## src/rtl/fetch_pkg.sv

```systemverilog
// Shared types and constants for the instruction-fetch stage.
// Consumed by fetch_unit and fetch_hold_buf.
package fetch_pkg;

  typedef enum logic [1:0] {
    FETCH   = 2'd0,
    WAIT    = 2'd1,
    HOLD    = 2'd2,
    DISCARD = 2'd3
  } fetch_state_e;

  localparam logic [31:0] NOP_INSTR    = 32'h0000_0000;
  localparam logic [31:0] PC_STEP      = 32'd4;
  localparam logic [31:0] RESET_PC_DEF = 32'h0000_0000;

  function automatic logic [31:0] word_align(
    input logic [31:0] a
  );
    return {a[31:2], 2'b00};
  endfunction

endpackage

```

## src/rtl/fetch_hold_buf.sv

```systemverilog
// One-entry {instruction, pc+4} buffer used while IF/ID is stalled.
// Clear wins over load.
module fetch_hold_buf
  import fetch_pkg::*;
(
  input  logic        clk,
  input  logic        rst_n,
  input  logic        load,
  input  logic        clear,
  input  logic [63:0] din,
  output logic [63:0] dout,
  output logic        valid
);

  logic [63:0] data_q;
  logic [63:0] data_d;
  logic        valid_q;
  logic        valid_d;

  always_comb begin
    data_d  = data_q;
    valid_d = valid_q;
    if (clear) begin
      data_d  = '0;
      valid_d = 1'b0;
    end else if (load) begin
      data_d  = din;
      valid_d = 1'b1;
    end
  end

  always_ff @(posedge clk) begin
    if (!rst_n) begin
      data_q  <= '0;
      valid_q <= 1'b0;
    end else begin
      data_q  <= data_d;
      valid_q <= valid_d;
    end
  end

  assign dout  = data_q;
  assign valid = valid_q;

endmodule

```

## src/rtl/fetch_unit.sv

```systemverilog
// Instruction fetch stage: PC, imem req/ack handshake, IF/ID feed.
// Define FETCH_HOLD_BUF_EN to buffer instructions acked under Hazard.
module fetch_unit
  import fetch_pkg::*;
#(
  parameter logic [31:0] RESET_PC = RESET_PC_DEF
) (
  input  logic        clk,
  input  logic        rst_n,
  input  logic        Hazard,
  input  logic        redirect_valid,
  input  logic [31:0] redirect_pc,
  output logic        imem_req,
  output logic [31:0] imem_addr,
  input  logic        imem_ack,
  input  logic [31:0] imem_rdata,
  output logic [31:0] fetch_pc_plus4,
  output logic [31:0] fetch_instr,
  output logic        fetch_valid,
  output logic        if_id_flush
);

  fetch_state_e state_q;
  fetch_state_e state_d;
  logic [31:0]  pc_q;
  logic [31:0]  pc_d;
  logic [31:0]  addr_q;
  logic [31:0]  addr_d;
  logic [31:0]  pc_inc;
  logic         issuing;
  logic         deliver;

  assign pc_inc  = pc_q + PC_STEP;
  assign issuing = (state_q != HOLD);
  assign deliver = ((state_q == FETCH) || (state_q == WAIT))
                   && imem_ack && !redirect_valid;

`ifdef FETCH_HOLD_BUF_EN
  logic        buf_load;
  logic        buf_clear;
  logic [63:0] buf_dout;
  logic        buf_valid;

  fetch_hold_buf u_hold_buf (
    .clk   (clk),
    .rst_n (rst_n),
    .load  (buf_load),
    .clear (buf_clear),
    .din   ({imem_rdata, pc_inc}),
    .dout  (buf_dout),
    .valid (buf_valid)
  );
`endif

  always_ff @(posedge clk) begin
    if (!rst_n) begin
      state_q <= FETCH;
      pc_q    <= RESET_PC;
      addr_q  <= RESET_PC;
    end else begin
      state_q <= state_d;
      pc_q    <= pc_d;
      addr_q  <= addr_d;
    end
  end

  // addr_q keeps the in-flight address so DISCARD can finish it.
  always_comb begin
    state_d = state_q;
    pc_d    = pc_q;
    addr_d  = addr_q;
`ifdef FETCH_HOLD_BUF_EN
    buf_load  = 1'b0;
    buf_clear = 1'b0;
`endif
    if (state_q == FETCH) addr_d = pc_q;
    if (redirect_valid) begin
      pc_d    = word_align(redirect_pc);
      state_d = (issuing && !imem_ack) ? DISCARD : FETCH;
`ifdef FETCH_HOLD_BUF_EN
      buf_clear = 1'b1;
`endif
    end else begin
      unique case (state_q)
        FETCH, WAIT: begin
          if (!imem_ack) begin
            state_d = WAIT;
          end else if (!Hazard) begin
            pc_d    = pc_inc;
            state_d = FETCH;
          end else begin
`ifdef FETCH_HOLD_BUF_EN
            buf_load = 1'b1;
            state_d  = HOLD;
`else
            state_d  = FETCH;
`endif
          end
        end
        HOLD: begin
`ifdef FETCH_HOLD_BUF_EN
          if (!Hazard) begin
            pc_d      = pc_inc;
            buf_clear = 1'b1;
            state_d   = FETCH;
          end
`else
          state_d = FETCH;
`endif
        end
        DISCARD: begin
          if (imem_ack) state_d = FETCH;
        end
        default: state_d = FETCH;
      endcase
    end
  end

  always_comb begin
    imem_req       = 1'b0;
    imem_addr      = addr_q;
    fetch_valid    = 1'b0;
    fetch_instr    = NOP_INSTR;
    fetch_pc_plus4 = pc_inc;
    if_id_flush    = 1'b0;
    if (!rst_n) begin
      fetch_pc_plus4 = RESET_PC + PC_STEP;
    end else begin
      if_id_flush = redirect_valid;
      unique case (state_q)
        FETCH: begin
          imem_req  = 1'b1;
          imem_addr = pc_q;
        end
        WAIT, DISCARD: begin
          imem_req = 1'b1;
        end
        HOLD: begin
`ifdef FETCH_HOLD_BUF_EN
          fetch_valid    = buf_valid;
          fetch_instr    = buf_dout[63:32];
          fetch_pc_plus4 = buf_dout[31:0];
`endif
        end
        default: ;
      endcase
      if (deliver && !Hazard) begin
        fetch_valid = 1'b1;
        fetch_instr = imem_rdata;
      end
      if (redirect_valid) begin
        fetch_valid = 1'b0;
        fetch_instr = NOP_INSTR;
      end
    end
  end

endmodule

```

## config.mk

```make
export PLATFORM = sky130hd
export DESIGN_NAME = fetch_unit
export DESIGN_NICKNAME = d
export VERILOG_FILES = /design/src/rtl/fetch_pkg.sv /design/src/rtl/fetch_hold_buf.sv /design/src/rtl/fetch_unit.sv
export SDC_FILE = /design/constraint.sdc
export NUM_CORES = 1
export LEC_CHECK = 0
export BUFFER_PORTS_ARGS = -buffer_cell sky130_fd_sc_hd__buf_2
export CAP_MARGIN = 20
export CORE_MARGIN = 2
export CORE_UTILIZATION = 40
export CTS_CLUSTER_DIAMETER = 50
export CTS_CLUSTER_SIZE = 40
export DETAILED_ROUTE_END_ITERATION = 12
export PLACE_DENSITY = 0.78
export SYNTH_ARGS = -nofsm -noshare
export SYNTH_HDL_FRONTEND = slang
export SYNTH_HIERARCHICAL = 1
export SYNTH_SLANG_ARGS = --single-unit
```

## constraint.sdc

```tcl
create_clock -name clk -period 4.9 [get_ports clk]
set_clock_uncertainty 0.15 [all_clocks]
set_input_delay 0.98 -clock clk [delete_from_list [all_inputs] [get_ports clk]]
set_output_delay 0.98 -clock clk [all_outputs]
set_load 0.01 [all_outputs]
```

==> metrics.yaml, run 1 <==
status: "complete, no violations"
antenna_found_initial: 0
cp_num_buf_inv: 1
ys_ff_latch: 64
dieHeight_um: 108
num_antenna_cells: 0
hold_viol: 0
arrival_ns: 3.00
hpwlAfterDp_um: 10000
cts_resized: 0
cts_buffer_depth: 2
critical-path-top-delay-family: "simple AND/OR/NAND/NOR gates"
syn_inst: 581
vias_per_cell: 5.83
grt_pass1_vias: 4487
numClockSinks: 64
path_cells: "nand4_2 > or4_1 > or4_1 > a21oi_1 > buf_2"
period_share_pct: 84.2
crit_path_top_delay_cell: "or4_1"
post_cts_buffers: 0
gp_congestion: 0.847
vias: 4865
cts-root-buf: "clkbuf_8"
n_fill_cell: 1037
synth-edff-count: 0
p_sw_w: 0.000413
placementRows: 37
grt_max_degree: 39
drive_gt1_share_pct: 32.3
syn_area_um2: 4290
syn_area_per_cell_um2: 7.39
holdWs_ns: 0.303
critPathLaunchType: "flop"
power_frac_comb_pct: 19.4
slew_viol_final: 0
max-slew-margin-rel_pct: 34.4
tightest_slew_ns: 0.980
crit_top_cell: "or4_1"
ios: 168
grt.total_usage_pct: 24.3
seq_area_frac_synth_pct: 29.8
route.detailed.drc: 0
synth_cell_type_count: 51
postCtsHoldBufs: 0
fp.dieW_um: 108
cell_internal_pwr_w: 0.000970
die-area_um2: 11600
start_util_pct: 41.4
synth-main-ff-cell: "dfxtp_1"
clk_latency_ns: 0.36
crit_fanout: 17
seq_power_share_pct: 43.7
worstSetupEndpointType: "output pin"
maxCapViolations: 0
numCtsBuffers: 9
fmax_mhz: 242
htreeDepth: 3
p_leak_nw: 2.36
clkPwrFrac_pct: 36.9
first_pass_iters: 5
min_period_ns: 4.13
setup_viol: 0
avgRoutedWirePerCell_um: 17.0
finalSetupTns_ns: 0
swShare_pct: 29.9
hold_path.class: "flop to flop"
synthArstFlopShare_pct: 0
cpPeakStageDelay_ns: 0.85
ys_warn_count: 6
core-area_um2: 10400
p_per_area_nw_per_um2: 262
final_cell_mix: "163 x buf_2, 79 x nand2_1, 64 x dfxtp_1, 47 x a21oi_1, 40 x and3_1"
final_common_cell: "buf_2"
cts_tree: "built"
drtIter0Drc: 331
antenna_left: 0
grt_setup_unrepaired: "no"
portBuffers: 163
grt-ovfl-total: 0
critPathRequiredTime_ns: 3.77
vdd_drop_max_mv: 0.153
fin_nets: 764
grt_pass1_wl_um: 22400
routed_wl_um: 14200
clk_pin_slew_ns: 0.07
syn2layout_area_growth_pct: 23.0
crit_type: "flop to output pin"
==> cell type report <==
class                   count  area [um2]  area share [%]
clock buffers              13         149            2.82
well taps                 136         170            3.22
multi-input cells         439        2700            51.1
flip-flops and latches     64        1280            24.2
repair buffers            173         891            16.9
clock inverters             3        65.1            1.23
inverters                   7        26.3           0.497
==> worst register-to-register path: stages (launching register included) <==
cell	delay, ns
dfxtp_1	0.52
nand4_2	0.28
or4_1	0.85
or4_1	0.61
nand3_1	0.08
==> power by group through the flow <==
stage | registers (W) | clock network, W | logic [W]
after floorplan | 0.000580 | 0 | 0.000196
after global placement | 0.000611 | 0 | 0.000262
after detailed placement | 0.000614 | 0 | 0.000266
after CTS | 0.000603 | 0.000518 | 0.000268
after global routing | 0.000612 | 0.000538 | 0.000293
final | 0.000605 | 0.000511 | 0.000268
==> worst paths after layout <==
kind                            slack [ns]                 end  cells after the start  startpoint
worst max register to register        2.36            pc_q[30]                      4    pc_q[14]
worst max-delay path                  0.77  fetch_pc_plus4[22]                      5    pc_q[14]
worst min register to register        0.30          addr_q[18]                      2  addr_q[18]
worst min-delay path                  0.30          addr_q[18]                      2  addr_q[18]
==> state kept, by name, indices dropped and copies added (netlist names) <==
register and cells:
pc_q 30, addr_q 32, state_q 2
==> Yosys cell counts (4+ instances only) <==
master | n | area (um2)
a211oi_1 | 4 | 30.0
a21oi_1 | 47 | 235
a311oi_1 | 4 | 35.0
a31oi_1 | 8 | 50.1
a32oi_1 | 6 | 52.6
and3_1 | 40 | 250
buf_1 | 4 | 15.0
buf_2 | 9 | 45.0
clkbuf_1 | 52 | 195
clkbuf_2 | 4 | 20.0
dfxtp_1 | 64 | 1280
inv_1 | 6 | 22.5
mux2_2 | 29 | 327
nand2_1 | 79 | 297
nand2b_1 | 7 | 43.8
nand3_1 | 24 | 120
nand4_1 | 16 | 100
nor2_1 | 24 | 90.1
nor2b_1 | 4 | 25.0
nor3_1 | 8 | 40.0
nor4_1 | 8 | 50.1
o211ai_1 | 6 | 45.0
o21ai_0 | 30 | 150
o311ai_0 | 8 | 70.1
o31ai_1 | 6 | 45.0
o41ai_1 | 6 | 52.6
or2_2 | 4 | 25.0
or3_1 | 16 | 100
or4_1 | 12 | 90.1
xnor2_1 | 9 | 78.8
xor2_1 | 9 | 78.8
==> logic make-up after synthesis <==
family	synth area share [%]
compound gates	18.6
xor+xnor	3.67
fa+ha+maj	0.291
buf+inv	7.63
flops	29.8
mux	8.07
other cells	0.0873
simple gates	31.8
==> through the flow <==
stage | utilization (%) | std cells | setup WS, ns | instance area, um2 | total power [W]
floorplan | - | 582 | 1.80 | 4300 | 0.000776
global route | 51.0 | 835 | 0.671 | 5280 | 0.00144
CTS | 51.0 | 835 | 0.819 | 5280 | 0.00139
global placement | 48.9 | 819 | 1.23 | 5070 | 0.000873
detailed placement | 48.9 | 819 | 1.23 | 5070 | 0.000881
finish | 51.0 | 835 | 0.773 | 5280 | 0.00138
==> metal layers <==
metal | global-route usage [%] | share of wire [%]
met1 | 30.4 | 41
met4 | 9.80 | 2.1
met3 | 4.00 | 7.9
met2 | 41.6 | 49
met5 | 0 | 0
Power figures use the tool's default switching activity.
==> inputs of run 2 (changes only) <==
--- a/config.mk
+++ b/config.mk
@@ -12,7 +12,7 @@
 export CTS_CLUSTER_DIAMETER = 50
 export CTS_CLUSTER_SIZE = 40
 export DETAILED_ROUTE_END_ITERATION = 12
-export PLACE_DENSITY = 0.78
+export PLACE_DENSITY = 0.8
 export SYNTH_ARGS = -nofsm -noshare
 export SYNTH_HDL_FRONTEND = slang
 export SYNTH_HIERARCHICAL = 1
==> constraint.sdc (replaced) <==
create_clock -name clk -period 3.5 [get_ports clk]
set_clock_uncertainty 0.15 [all_clocks]
set_input_delay 0.7 -clock clk [delete_from_list [all_inputs] [get_ports clk]]
set_output_delay 0.7 -clock clk [all_outputs]
set_load 0.01 [all_outputs]
==> metrics.yaml, run 2 (synthesis results as in run 1) <==
grt_max_degree: 63
cts-root-buf: "clkbuf_8"
max-slew-margin-rel_pct: 54.7
worstSetupEndpointType: "output pin"
vias: 4917
period_share_pct: 96.2
crit_path_top_delay_cell: "or4_1"
area.sequential_um2: 1280
antenna_left: 0
placementRows: 37
grt_setup_unrepaired: "no"
gp_congestion: 0.883
fp.dieW_um: 108
grt_pass1_vias: 4445
antenna_found_initial: 1
status: "complete, no violations"
crit_fanout: 11
n_fill_cell: 1044
min_from: "addr_q[19]"
postCtsHoldBufs: 0
p_leak_nw: 2.38
crit_type: "flop to output pin"
avgRoutedWirePerCell_um: 16.9
stdcell_area_um2: 5310
p_sw_w: 0.000573
power_frac_comb_pct: 21.8
place_ws_ns: 0.414
numCtsBuffers: 9
drive_gt1_share_pct: 33.8
route.detailed.drc: 0
start_util_pct: 41.4
wl_met2_um: 6730
maxCapViolations: 0
portBuffers: 163
tightest_slew_ns: 0.679
vias_per_cell: 5.82
die-area_um2: 11600
clkPwrFrac_pct: 30.3
hold_path.class: "flop to flop"
hpwlAfterDp_um: 10200
regToRegSetupSlack_ns: 1.20
largest_register_ffs: 32
fmax_mhz: 297
seq_power_share_pct: 48.0
finalCoreUtilization_pct: 51.2
worst_slack_ns: 0.132
path_cells: "nand4_4 > or4_1 > o311ai_0 > o41ai_1 > buf_2"
cp_num_buf_inv: 1
min_period_ns: 3.37
multi_input_area_um2: 2710
clk_pin_slew_ns: 0.07
grt.total_usage_pct: 24.3
postPlaceCellArea_um2: 5140
regToRegStartpoint: "pc_q[16]"
ios: 168
critPathRequiredTime_ns: 2.65
p_per_area_nw_per_um2: 332
first_pass_iters: 5
cell_internal_pwr_w: 0.00119
dr.max_layer_used: "met4"
setup_viol: 0
cts_tree: "built"
core-area_um2: 10400
top_regs: "addr_q: 32 flops, pc_q: 30 flops, state_q: 2 flops"
finalPower_w: 0.00176
critical-path-top-delay-family: "simple AND/OR/NAND/NOR gates"
final_common_cell: "buf_2"
cpPeakStageDelay_ns: 0.74
syn2layout_area_growth_pct: 23.7
arrival_ns: 2.52
hold_viol: 0
route.met3.wl_um: 1010
numClockSinks: 64
grt_pass1_wl_um: 22500
regMostFlops: "addr_q"
grt-ovfl-total: 0
drtIter0Drc: 385
cp-startpoint: "pc_q[16]"
wl_met1_um: 6250
finalSetupTns_ns: 0
fin_nets: 774
final_cell_mix: "163 x buf_2, 79 x nand2_1, 62 x dfxtp_1, 47 x a21oi_1, 40 x and3_1"
vdd_drop_max_mv: 0.168
critPathLaunchType: "flop"
htreeDepth: 3
routed_wl_um: 14300
clk_latency_ns: 0.34
dieHeight_um: 108
cts_buffer_depth: 2
slew_viol_final: 0
swShare_pct: 32.5
run 2: cell count changes in the layout (fill, tap and decap cells not counted), moves of 2 or more:
cell,previous run,this run
dfxtp_2,0,2
bufinv_16,2,0
dfxtp_1,64,62
buf_4,10,20
clkbuf_1,3,1
clkinv_2,1,5
run 2: repair_timing:
action,4_1_cts,5_1_grt
hold endpoints to repair,0,0
resized for setup,0,3
setup buffers,0,0
endpoints found under the setup margin,0,10
run 2: metal layers:
| metal | GRT usage [%] | vias to the layer above |
|---|---|---|
| met3 | 3.63 | 26 |
| met4 | 8.97 | 0 |
| met1 | 33.5 | 2308 |
| met2 | 38.4 | 229 |
| li1 | - | 2354 |
| met5 | 0 | - |
run 2: layout make-up:
cell class | count | share of cell area [%]
multi-input cells | 439 | 51.0
flip-flops and latches | 64 | 24.2
repair buffers | 183 | 18.2
well taps | 136 | 3.20
clock buffers | 10 | 2.40
inverters | 7 | 0.495
clock inverters | 5 | 0.471
diodes | 1 | 0.0471
run 2: final timing paths:
path | cells after the start | end
worst max-delay path | 5 | fetch_pc_plus4[29]
worst min-delay path | 2 | addr_q[19]
worst max register to register | 5 | pc_q[30]
worst min register to register | 2 | addr_q[19]
run 2: per-stage QoR:
step,std cells,hold slack [ns]
after floorplan,582,0.283
after global placement,829,0.288
after detailed placement,829,0.295
after CTS,844,0.305
after global routing,845,0.323
final,845,0.303
run 2: worst reg2reg max path: stages, from the launching register on:
cell and delay, ns:
dfxtp_1 0.49, nand4_4 0.21, or4_1 0.57, buf_4 0.20, or4_1 0.54, nand3_1 0.08
run 2: power groups by stage:
stage,logic (W),clock network [W],registers (W)
global route,0.000420,0.000574,0.000854
finish,0.000384,0.000534,0.000846
global placement,0.000371,0,0.000853
CTS,0.000383,0.000538,0.000842
floorplan,0.000275,0,0.000812
detailed placement,0.000380,0,0.000858
